==> config.mk <==
export PLATFORM = sky130hd
export DESIGN_NAME = condicionador_chaves
export DESIGN_NICKNAME = d
export VERILOG_FILES = /design/src/rtl/condicionador_chaves_pkg.sv /design/src/rtl/condicionador_chaves_contador_estabilidade.sv /design/src/rtl/condicionador_chaves.sv
export SDC_FILE = /design/constraint.sdc
export NUM_CORES = 1
export LEC_CHECK = 0
export BUFFER_PORTS_ARGS = -buffer_cell sky130_fd_sc_hd__buf_2
export CELL_PAD_IN_SITES_DETAIL_PLACEMENT = 0
export CELL_PAD_IN_SITES_GLOBAL_PLACEMENT = 1
export CORE_ASPECT_RATIO = 1.75
export CORE_MARGIN = 5
export CORE_UTILIZATION = 41
export DETAILED_ROUTE_END_ITERATION = 10
export GPL_ROUTABILITY_DRIVEN = 1
export MAX_ROUTING_LAYER = met4
export PLACE_DENSITY_LB_ADDON = 0.1
export SLEW_MARGIN = 20
export SYNTH_ARGS = -nofsm -noshare
export SYNTH_HDL_FRONTEND = slang
export SYNTH_HIERARCHICAL = 1
export SYNTH_SLANG_ARGS = --single-unit
export TNS_END_PERCENT = 30
==> constraint.sdc <==
create_clock -name clock -period 2.31 [get_ports clock]
set_clock_uncertainty 0.2 [all_clocks]
set_input_delay 0.1155 -clock clock [delete_from_list [all_inputs] [get_ports clock]]
set_output_delay 0.1155 -clock clock [all_outputs]
set_load 0.01 [all_outputs]
==> src/rtl/condicionador_chaves_pkg.sv <==
// rtl/condicionador_chaves_pkg.sv - shared game encodings and helpers for the key conditioner
package condicionador_chaves_pkg;

  // Default number of consecutive stable cycles needed to accept a press or a release
  localparam int DEBOUNCE_CICLOS_PADRAO = 4;

  // Key-conditioner FSM states; the codes drive the 7-segment debug display
  typedef enum logic [3:0] {
    ESPERA         = 4'd0,
    FILTRA         = 4'd1,
    VALIDA         = 4'd2,
    SEGURA         = 4'd3,
    FILTRA_SOLTURA = 4'd4,
    INVALIDA       = 4'd5
  } estado_chaves_t;

  // True when exactly one key is pressed
  function automatic logic eh_one_hot(input logic [3:0] v);
    return (v != 4'b0000) && ((v & (v - 4'd1)) == 4'b0000);
  endfunction

  // Counter width able to hold limite without wrapping (at least one bit)
  function automatic int largura_para(input int limite);
    return (limite > 1) ? $clog2(limite + 1) : 1;
  endfunction

endpackage

==> src/rtl/condicionador_chaves_contador_estabilidade.sv <==
// rtl/condicionador_chaves_contador_estabilidade.sv - saturating stability counter with terminal-count flag
module contador_estabilidade
  import condicionador_chaves_pkg::*;
#(
  parameter int FIM_CONTAGEM = DEBOUNCE_CICLOS_PADRAO - 1
) (
  input  logic i_clock,
  input  logic i_reset,
  input  logic i_clear,
  input  logic i_enable,
  output logic o_fim
);

  localparam int LARGURA = largura_para(FIM_CONTAGEM);
  localparam logic [LARGURA-1:0] VALOR_FIM = LARGURA'(FIM_CONTAGEM);

  logic [LARGURA-1:0] r_contador;
  logic               w_fim;

  assign w_fim = (r_contador == VALOR_FIM);
  assign o_fim = w_fim;

  // Counts stable cycles; holds at the terminal value so it can never wrap
  always_ff @(posedge i_clock) begin
    if (i_reset || i_clear) begin
      r_contador <= '0;
    end else if (i_enable && !w_fim) begin
      r_contador <= r_contador + LARGURA'(1);
    end
  end

endmodule

==> src/rtl/condicionador_chaves.sv <==
// rtl/condicionador_chaves.sv - push-button synchronizer, debouncer and press validator
module condicionador_chaves
  import condicionador_chaves_pkg::*;
#(
  parameter int DEBOUNCE_CICLOS = DEBOUNCE_CICLOS_PADRAO
) (
  input  logic       clock,
  input  logic       reset,
  input  logic [3:0] chaves,
  input  logic       habilita,
  output logic [3:0] jogada,
  output logic       jogada_feita,
  output logic       jogada_invalida,
  output logic [3:0] db_estado
);

  estado_chaves_t r_estado;
  estado_chaves_t w_prox_estado;
  logic [3:0]     r_sinc1;
  logic [3:0]     r_sinc2;
  logic [3:0]     r_candidato;
  logic [3:0]     r_jogada;
  logic           w_fim;
  logic           w_limpa;
  logic           w_incrementa;
  logic           w_carrega_candidato;
  logic           w_carrega_jogada;

  // Two-flop synchronizer; everything downstream looks only at r_sinc2
  always_ff @(posedge clock) begin
    if (reset) begin
      r_sinc1 <= 4'b0000;
      r_sinc2 <= 4'b0000;
    end else begin
      r_sinc1 <= chaves;
      r_sinc2 <= r_sinc1;
    end
  end

  // One shared counter times both the press filter and the release filter
  contador_estabilidade #(
    .FIM_CONTAGEM (DEBOUNCE_CICLOS - 1)
  ) u_contador (
    .i_clock  (clock),
    .i_reset  (reset),
    .i_clear  (w_limpa),
    .i_enable (w_incrementa),
    .o_fim    (w_fim)
  );

  // State register; reset wins over any transition
  always_ff @(posedge clock) begin
    if (reset) begin
      r_estado <= ESPERA;
    end else begin
      r_estado <= w_prox_estado;
    end
  end

  // Next-state and control decode
  always_comb begin
    w_prox_estado       = r_estado;
    w_limpa             = 1'b0;
    w_incrementa        = 1'b0;
    w_carrega_candidato = 1'b0;
    w_carrega_jogada    = 1'b0;
    case (r_estado)
      ESPERA: begin
        if (habilita && (r_sinc2 != 4'b0000)) begin
          w_prox_estado       = FILTRA;
          w_carrega_candidato = 1'b1;
          w_limpa             = 1'b1;
        end
      end
      FILTRA: begin
        if (r_sinc2 != r_candidato) begin
          w_prox_estado = ESPERA;
          w_limpa       = 1'b1;
        end else if (w_fim) begin
          if (eh_one_hot(r_candidato)) begin
            w_prox_estado    = VALIDA;
            w_carrega_jogada = 1'b1;
          end else begin
            w_prox_estado = INVALIDA;
          end
        end else begin
          w_incrementa = 1'b1;
        end
      end
      VALIDA, INVALIDA: begin
        w_prox_estado = SEGURA;
      end
      SEGURA: begin
        if (r_sinc2 == 4'b0000) begin
          w_prox_estado = FILTRA_SOLTURA;
          w_limpa       = 1'b1;
        end
      end
      FILTRA_SOLTURA: begin
        if (r_sinc2 != 4'b0000) begin
          w_prox_estado = SEGURA;
        end else if (w_fim) begin
          w_prox_estado = ESPERA;
        end else begin
          w_incrementa = 1'b1;
        end
      end
      default: begin
        w_prox_estado = ESPERA;
      end
    endcase
  end

  // Candidate press captured when filtering starts
  always_ff @(posedge clock) begin
    if (reset) begin
      r_candidato <= 4'b0000;
    end else if (w_carrega_candidato) begin
      r_candidato <= r_sinc2;
    end
  end

  // Accepted press code; updated only on entry to VALIDA
  always_ff @(posedge clock) begin
    if (reset) begin
      r_jogada <= 4'b0000;
    end else if (w_carrega_jogada) begin
      r_jogada <= r_candidato;
    end
  end

  assign jogada          = r_jogada;
  assign jogada_feita    = (r_estado == VALIDA);
  assign jogada_invalida = (r_estado == INVALIDA);
  assign db_estado       = r_estado;

endmodule

==> results summary, run 1 <==
The flow ran to the end, and the final reports show no timing, DRC or antenna violations. Leaving out fill and tap cells, the most frequent cell in the layout is dfxtp_1. The number of antenna violations at the first check in global routing came out at 0.

The total design power came out at around 1000 µW. The clock-pin slew of the registers on the worst-case setup and hold paths came out at 0.08 ns. The dominant register cell in the synthesized netlist is dfxtp_1. The net count reported at finish came out at 144. At the end of routability-driven placement, the weighted congestion stood at 0.892. The detailed-placement wirelength estimate came out at 1740 µm. The worst path in the final design needs a cycle of between 2 and 2.5 ns, including I/O delays and setup.

Synthesis produced a netlist with a net count of 123. The total placed instance area came out at 1140 µm². The number of warnings issued by yosys came out at 6. The tool flagged a number of max-cap violations equal to 0.

The ratio of final minimum period to clock period came out at 90.2%. For this run, asynchronously set or reset flops after synthesis account for 0%. In this run, synthesis produced a sequential element count of 21. The min-delay analysis places its worst path in the category in -> reg. The floorplan die area came out at 3750 µm². The area growth from synthesis to final layout came out at 16.7%. The final antenna diode count came out at 0.

The detail route stage leaves a number of antenna-violating nets equal to 0. The number of global-route vias before repair is 878. The tree is rooted in a clkbuf_8. The DRC violation total after the first TritonRoute iteration came out at 17. Adding up every negative setup slack in the final design gives 0 ns. In the final routed layout, each cell accounts on average for 14.4 µm. In the routed design, unresolved DRC markers number 0. The critical path startpoint category is a flop.

Leaving out fill and tap cells, the most frequent cells in the layout are 21 x dfxtp_1, 15 x buf_2, 10 x nand2_1, 10 x nand2b_1, 9 x nor2b_1. The global router's overall resource usage is 13.5%. The first detailed-routing pass took 4 iterations. TritonCTS built the clock tree. The hold slack came out at 0.0709 ns.

The detailed-route via count is 875. Entering global routing, the biggest net connects 27 pins. STA classifies the critical path endpoint as a flop. STA puts the critical path data arrival time at 2.03 ns.

The remaining global-route overflow came out at 0. Wires add up to 2320 µm. Before CTS, the worst setup slack after placement is 0.108 ns. The CTS buffer count came out at 3. The tree built by TritonCTS fans out to 21 sinks. The worst-case IR drop observed on VDD is ~0.43 mV. The data required time of the worst path is between 2 and 2.5 ns. In this run the static leakage power is 0.000509 µW. The startpoint-to-endpoint class of the critical path is reg -> reg. The die width is 48.5 µm. The first global-routing pass estimated 3970 µm of wire.

The hold violation count in the final report came out at 0. The maximum level of the CTS H-tree is 1. The clock passes through at most 2 buffers. The core region is 2490 µm².

The worst setup slack after layout is 0.226 ns. The maximum net fanout on the critical path came out at 4. The share of the yosys chip area belonging to registers came out at 39.5%.

The cell area after technology mapping is between 1000 and 1500 µm². The finished layout cell area is around 1200 µm². The number of enable-type register cells in the synthesized netlist came out at 0. The share of layout cells above drive strength 1 came out at 23.0%. Setup repair after global routing left no endpoint under its margin. The number of cell rows came out at 24. The power per cell area came out at 797 nW/µm². The maximum clock rate is roughly 0.48 GHz. The latest clock arrival within the worst-skew pair came out at approximately 0.26 ns.

The number of pins with negative max-slew slack in the final report is 0. The die extent in y is 77.4 µm. After synthesis, the mean cell area works out to 9.25 µm². The number of input and output port buffers inserted is 15. The count of endpoints failing setup in the final report came out at 0. The setup check on the worst reg-to-reg path leaves a slack of 0.23 ns. The number of different library cells in the post-synthesis netlist is 38. In this run the count of I/O pins placed on the die edge is 17. The initial core utilization came out at 42.7%. Dividing the detail-routed via count by the number of cells gives 5.43. The synthesized instance count came out at roughly 120.
==> final timing paths <==
kind / cells after the start / to / start
hold / removal: 2 / r_sinc2[1] / reset
setup reg to reg: 6 / u_contador/r_contador[1] / r_sinc2[0]
setup / recovery: 6 / u_contador/r_contador[1] / r_sinc2[0]
hold reg to reg: 1 / r_sinc2[1] / r_sinc1[1]
==> worst max-delay path: stages (launching register included) <==
cell,delay [ns]
dfxtp_1,0.35
nor4_1,0.38
nand2_1,0.19
o31ai_2,0.34
nor2b_4,0.23
mux2i_1,0.23
nor3_2,0.05
==> power breakdown <==
group	internal [µW]	total, µW	switching, µW
Sequential	389	428	39.1
Combinational	137	316	179
Clock	120	245	125
==> state kept, by name, indices dropped and copies added, names as in the netlist <==
register               cells
r_candidato                4
db_estado                  3
r_sinc2                    4
jogada                     4
r_sinc1                    4
u_contador/r_contador      2
==> cells in the mapped netlist (all sizes together), types with 2 or more instances <==
| cell type | n | area [µm²] |
|---|---|---|
| dfxtp | 21 | 420 |
| nand2 | 10 | 37.5 |
| nand2b | 10 | 62.6 |
| nor2b | 10 | 70.1 |
| nand3 | 8 | 45.0 |
| a21oi | 6 | 30.0 |
| mux2i | 6 | 60.1 |
| nor2 | 6 | 22.5 |
| xor2 | 5 | 43.8 |
| nor3 | 4 | 35.0 |
| buf | 3 | 30.0 |
| and2 | 2 | 12.5 |
| clkbuf | 2 | 8.75 |
| o21ai | 2 | 10.0 |
| o31ai | 2 | 15.0 |
==> logic make-up after synthesis <==
| logic type | after synthesis | share of synthesized area, % |
|---|---|---|
| buffers and inverters | 6 | 4.00 |
| other | 1 | 0.353 |
| XOR/XNOR | 6 | 4.94 |
| multiplexers | 6 | 5.65 |
| AND/OR/NAND/NOR | 55 | 30.8 |
| adder cells (fa/ha/maj) | 1 | 1.18 |
| flip-flops | 21 | 39.5 |
| AO/OA/AOI/OAI | 19 | 13.5 |
==> through the flow <==
stage	util (%)	cells
finish	49.8	161
global route	49.8	161
CTS	49.6	161
detailed placement	45.7	152
global placement	45.7	152
floorplan	-	115
==> layer usage <==
layer | track usage (%) | up-vias | part of all wire, %
met4 | 7.55 | 0 | 2.8
met1 | 14.3 | 419 | 40
met5 | - | - | 0
li1 | - | 437 | -
met2 | 23.6 | 13 | 55
met3 | 1.72 | 6 | 2.7
==> cell type report <==
cell class / instances / area [µm²]
Fill cell: 265 / 1250
Multi-Input combinational cell: 88 / 606
Sequential cell: 21 / 420
Inverter: 1 / 3.75
Clock buffer: 3 / 41.3
Tap cell: 26 / 32.5
Clock inverter: 1 / 5.00
Timing Repair Buffer: 21 / 133
==> what timing repair did <==
item,4_1_cts,5_1_grt
setup buffers,0,0
endpoints found under the hold margin,8,0
setup endpoints to repair,0,1
resized for setup,0,1
hold buffers,5,0
(Power assumes the default switching activity.)
==> run 2, diff against run 1 <==
--- a/config.mk
+++ b/config.mk
@@ -12,8 +12,10 @@
 export CORE_MARGIN = 5
 export CORE_UTILIZATION = 41
+export CTS_CLUSTER_SIZE = 24
 export DETAILED_ROUTE_END_ITERATION = 10
 export GPL_ROUTABILITY_DRIVEN = 1
 export MAX_ROUTING_LAYER = met4
 export PLACE_DENSITY_LB_ADDON = 0.1
+export REMOVE_ABC_BUFFERS = 1
 export SLEW_MARGIN = 20
 export SYNTH_ARGS = -nofsm -noshare
==> constraint.sdc (replaced) <==
create_clock -name clock -period 2.31 [get_ports clock]
set_clock_uncertainty 0.2 [all_clocks]
set_input_delay 0.3465 -clock clock [delete_from_list [all_inputs] [get_ports clock]]
set_output_delay 0.3465 -clock clock [all_outputs]
set_load 0.01 [all_outputs]
==> run 2 against run 1 <==
Maximum frequency grew 4.1%; first-iteration DRC count decreased by 24%; via count down 1.8%; clock-buffer cell count rose by 1; power grew 0.25%; clock power decreased by 3%; cell count decreased by 1.9%; die area unchanged; sequential cell count is the same; register-to-register slack better by 0.08 ns; routed wire length up 0.95%; largest power group unchanged.
==> results summary, run 2 (same netlist as run 1, synthesis figures left out) <==
The register-to-register setup slack came out at between 0.3 and 0.4 ns. Leaving out fill and tap cells, the most frequent cell in the layout is dfxtp_1. The total placed instance area is 1150 µm². Dividing the detail-routed wire length by the instance count gives 14.8 µm. During placement, the flow inserted port buffers numbering 15. The count of endpoints failing setup in the final report came out at 0. The critical path endpoint category is a flop. Counting the buffers created by CTS gives 3.

The residual antenna-violating net count after detailed routing came out at 0. After detailed routing, the number of vias per cell comes to about 5.4. The worst setup path is of the reg -> reg kind.

The detailed-placement wirelength estimate came out at 1780 µm. The floorplan step defined a die boundary enclosing ~3800 µm². The maximum level of the CTS H-tree is 1. The final routed wirelength across all metal layers came out at 2350 µm. The critical path goes through xor2_1, nor3_1, nand3_1, o31ai_2, nor2b_4, mux2i_1, nor3_2. For this configuration, the core starts out at a cell density of 42.7%.

The area growth from synthesis to final layout came out at 13.9%. The number of global-route vias before repair came out at 885. The worst-case vdd ir drop came out at between 0.6 and 0.7 mV. The floorplan step set the die width to 48.5 µm.

Data on the critical path is required at its endpoint by 2.25 ns. The clock drives 21 sinks. The die extent in y came out at 77.4 µm. The total design power came out at between 900 and 1000 µW. The number of optimization iterations in the first detailed-route pass is 4. The delay of the slowest critical-path stage came out at 0.37 ns. Buffers added to address setup during post-CTS repair amount to 0.

The remaining global-route overflow is 0. Of all nets on the critical path, the largest fanout is 5. Data on the critical path arrives at its endpoint at 1.94 ns. The global router's overall resource usage came out at 13.3%. Summing over every cut layer, the via total after detailed routing is around 860.

The ratio of final minimum period to clock period is 86.6%. The worst hold path cell count is 2. The number of pins with negative max-slew slack in the final report is 0. The setup TNS after final layout is 0 ns. During I/O placement, the number of pins put on the boundary was 17.

The final estimated routing congestion in global placement is roughly 0.85. For the finished layout, the period the worst path requires is 2.00 ns. The maximum clock rate is ~0.5 GHz.

The CTS tree is built. Setup repair after global routing left no endpoint under its margin. The clock passes through at most 2 buffers. After the first detailed-routing iteration, the DRC count stood at 13.

The startpoint of the worst register-to-register path is r_candidato[1]. In this run the most critical hold path is launched from chaves[1]. The area of the placeable core came out at roughly 2500 µm².

Once layout is complete, the utilization of the core stands at 48.6%. The cell depth of the worst setup path came out at 7. The cell at the root of the clock tree is clkbuf_8.

The share of layout cells above drive strength 1 came out at roughly 25%. The family of cells with the greatest summed delay on the critical path is simple AND/OR/NAND/NOR gates. The area of all sequential standard cells came out at 420 µm². Once layout is done, the placed cells without fillers occupy roughly 1200 µm². The remaining design rule violation count is 0.

The slowest stage cell on the critical path is dfxtp_1. The net count reported at finish is around 140. Across the run, the number of max-cap violations was 0. The worst-case reg-to-reg path depth came out at 7.

The number of antenna violations at the first check in global routing is 0. The critical path contains buffers and inverters numbering 0 combined. The type of the worst min-delay path is in -> reg.

The combined area of the multi-input logic cells came out at 612 µm². In this run the critical register-to-register path is captured at u_contador/r_contador[1]. The endpoint with the worst hold slack is r_sinc1[1]. The final-layout fill cell count came out at 261. Clock-pin slew was measured on the worst setup and hold paths at 0.08 ns.

At the later pin of the worst-skew pair, clock insertion delay measures 0.26 ns. The hold violation count in the final report was 0. The library cells used most frequently in the layout, excluding fill and tap cells, are 21 x dfxtp_1, 15 x buf_2, 10 x nand2_1, 10 x nand2b_1, 9 x nor2b_1. The global-route wire length before repair came out at just under 4000 µm. In this run the core area contains 24 standard-cell rows. The flow ran to the end, and the final reports show no timing, DRC or antenna violations. Entering global routing, the biggest net connects 27 pins.

The worst setup path is launched from a flop. In this run the static leakage power is 0.000497 µW. The power per cell area came out at 819 nW/µm². The final antenna diode count is 0.
==> run 2: cell types whose count changed in the layout (fill, tap and decap cells not counted) <==
| cell | change |
|---|---|
| dlygate4sd3_1 | -5 |
| buf_4 | +2 |
| clkbuf_1 | +1 |
| clkinv_2 | -1 |
| nor4_1 | -1 |
| nor4_2 | +1 |
==> run 2: timing repair <==
action,4_1_cts,5_1_grt
endpoints found under the hold margin,0,0
resized for setup,0,2
hold buffers,0,0
setup endpoints to repair,0,2
==> run 2: layout make-up <==
class / instances / share of cell area (%)
tap: 26 / 2.69
inverter: 1 / 0.310
sequential: 21 / 34.7
timing repair buffer: 18 / 8.06
multi-input combinational: 88 / 50.5
clock buffer: 4 / 3.72
==> run 2: report_power, final <==
part	switching (µW)	total (µW)	leakage (µW)	internal, µW
sequential	39.8	429	0.000171	389
combinational	179	325	0.000303	145
clock	115	238	0.0000228	123
total	335	992	0.000497	657
==> run 2: worst max path at each step <==
stage | from | endpoint | slack, ns
floorplan | r_sinc2[0] | u_contador/r_contador[1] | 0.38
finish | r_candidato[1] | u_contador/r_contador[1] | 0.31
global route | r_candidato[1] | u_contador/r_contador[1] | 0.09
global placement | r_sinc2[0] | u_contador/r_contador[1] | 0.18
CTS | r_sinc2[0] | u_contador/r_contador[1] | 0.10
detailed placement | r_sinc2[0] | u_contador/r_contador[1] | 0.11
==> run 2: metal layers <==
layer	global-route usage (%)	part of all wire (%)	vias up
li1	-	-	433
met1	13.8	41	404
met2	23.4	53	18
met3	2.68	4.1	4
met4	6.47	1.7	0
met5	-	0	-
==> run 2: metrics by stage <==
stage	std cells	setup WS, ns	hold WS [ns]
floorplan	110	0.379	0.213
global placement	154	0.179	0.218
detailed placement	154	0.107	0.229
CTS	158	0.101	0.0903
global route	158	0.0894	0.101
finish	158	0.309	0.0955
==> run 3, diff against run 2 <==
CORE_UTILIZATION = 43   (was 41)
CTS_BUF_LIST = sky130_fd_sc_hd__clkbuf_2   (was default)
==> run 3 against run 2 <==
Critical path depth shrank 1; highest routed layer unchanged; global-route usage grew 2.1 points; critical path type unchanged; critical endpoint unchanged; core utilization is 0.43 points higher; worst setup slack got worse by 0.073 ns; sequential cell count did not move; routed wire length decreased by 4.9%; sequential share of layout area grew 0.55 points; clock power shrank 33%.
==> results summary, run 3 (same netlist as run 1, synthesis figures left out) <==
The critical path endpoint category is a flop. In this run the critical register-to-register path is launched from r_sinc2[0]. Setup repair after global routing left no endpoint under its margin. The worst-case reg-to-reg path depth is 6. The residual antenna-violating net count after detailed routing is 0.

Summed over all layers, the routed wires come to around 2200 µm. In the global route stage, overall resource usage came out at between 10% and 20%. The setup path with the least slack is of type reg -> reg. The ratio of final minimum period to clock period came out at between 80% and 90%. The net count reported at finish came out at 142. The worst setup path is launched from a flop. The remaining design rule violation count came out at 0. The setup TNS after final layout is 0 ns. The die covers 3610 µm².

The met3 routed wirelength is 79 µm. The DRC violation total after the first TritonRoute iteration is 13. The global-route wire length before repair is 3820 µm. Following the worst setup path forward leads to its endpoint at u_contador/r_contador[1]. The maximum net fanout on the critical path came out at 4. The count of endpoints failing setup in the final report came out at 0. The cell at the root of the clock tree is clkbuf_2.

The total I/O pin count came out at 17. The register-to-register setup slack is 0.24 ns. Cells with a size suffix above 1 make up 24.1% of the layout. The hold violation count in the final report is 0. The tightest min-delay check is of the in -> reg type. The number of pins with negative max-slew slack in the final report came to 0. The number of sinks handled by clock tree synthesis is 21. The reported max-cap violation count came out at 0. After the flow finishes, the layout carries non-filler instances totaling 159. The area growth from synthesis to layout is 12.1%. The number of antenna violations at the first check in global routing is 0. The met2 wire length is 1190 µm. Counting the fill cells in the layout gives approximately 240. The placed instance count came out at between 150 and 200. The leakage power of the design is 0.000492 µW. The number of buffers on the longest clock path came out at 2. The most frequent standard cell in the layout excluding fill and tap cells is dfxtp_1. The minimum clock period after layout is just over 2 ns. The worst register-to-register path ends at u_contador/r_contador[1].

The detailed-route via count is 870. The post-detailed-route wirelength per cell came out at around 14 µm. Clock-pin slew was measured on the worst setup and hold paths at 0.21 ns.

The initial core utilization is roughly 44%. The area of the placeable core came out at 2430 µm². The CTS buffer count is 3. The final estimated routing congestion in global placement is between 0.8 and 0.9. The maximum level of the CTS H-tree is 1. The run finished with clean final reports. Global routing finished with a remaining overflow of 0.

In this run the top signal layer used is met4. The die width came out at 47.6 µm. The worst setup slack after placement is about 0.098 ns. At the worst endpoint, the required time is 2.35 ns. Entering global routing, the biggest net connects 27 pins.

The maximum clock rate came out at 0.482 GHz. The number of optimization iterations in the first detailed-route pass came out at 4. The area of all sequential standard cells came out at around 420 µm². The worst setup slack after layout came out at 0.236 ns. In this run the worst setup path begins at r_sinc2[0]. The number of input and output port buffers inserted came out at 15.

The power per cell area is 769 nW/µm². The CTS tree is built. The final antenna diode count is 0.

The die extent in y came out at about 76 µm. The arrival time of data at the critical path endpoint is 2.12 ns. The multi-input combinational cells in the finished layout cover a total of 606 µm².

The worst hold path cell count is 2. The initialized floorplan defines 24 standard-cell rows. In the final routing, the length of wire on met1 measures 864 µm.

The number of global-route vias before repair is 850. The latest clock arrival within the worst-skew pair is roughly 0.33 ns. The routed via count divided by cell count is 5.47. The detailed-placement wirelength estimate came out at 1710 µm. Leaving out fill and tap cells, the most frequent cells in the layout are 21 x dfxtp_1, 15 x buf_2, 10 x nand2_1, 10 x nand2b_1, 9 x nor2b_1. The worst-case vdd ir drop is 0.341 mV.
## run 3: critical path: stages (launching register included)
cell and delay (ns):
dfxtp_1 0.38, nor4_1 0.41, nand2_1 0.19, o31ai_2 0.33, nor2b_4 0.23, mux2i_1 0.22
nor3_2 0.05
## run 3: worst min path at each step
stage / from / endpoint / slack [ns]
after global placement: r_sinc1[3] / r_sinc2[3] / 0.22
after detailed placement: r_sinc1[0] / r_sinc2[0] / 0.23
after floorplan: reset / db_estado[1] / 0.21
final: chaves[1] / r_sinc1[1] / 0.03
after global routing: chaves[1] / r_sinc1[1] / 0.005
after CTS: chaves[2] / r_sinc1[2] / 0.006
## run 3: cell type report
type | instances | area share (%)
tap | 26 | 2.73
clock buffer | 4 | 1.68
sequential | 21 | 35.3
inverter | 1 | 0.315
multi-input combinational | 88 | 50.8
timing repair buffer | 19 | 9.23
## run 3: metal layers
metal | global-route usage [%] | up-vias
li1 | - | 437
met1 | 17.5 | 405
met2 | 24.2 | 19
met3 | 2.84 | 9
met4 | 9.58 | 0
met5 | - | -
## run 3: power breakdown
| part | leakage [µW] | switching, µW | total [µW] | internal [µW] |
|---|---|---|---|---|
| combinational | 0.000304 | 183 | 329 | 146 |
| sequential | 0.000171 | 39.3 | 429 | 390 |
| clock | 0.0000166 | 113 | 159 | 45.8 |
| total | 0.000492 | 335 | 917 | 582 |
## run 3: repair_timing
item | in CTS | in global routing
resized for setup | 0 | 1
endpoints found under the hold margin | 0 | 2
setup buffers | 0 | 0
hold buffers | 0 | 2
setup endpoints to repair | 0 | 2
## run 3: stage by stage
step	util [%]	hold WS [ns]	instance area, µm²	power, µW
2_1_floorplan	-	0.213	1020	655
3_3_place_gp	47.2	0.223	1150	756
3_5_place_dp	47.2	0.228	1150	762
4_1_cts	48.0	0.00597	1170	921
5_1_grt	49.0	0.00489	1190	985
6_report	49.0	0.0267	1190	917
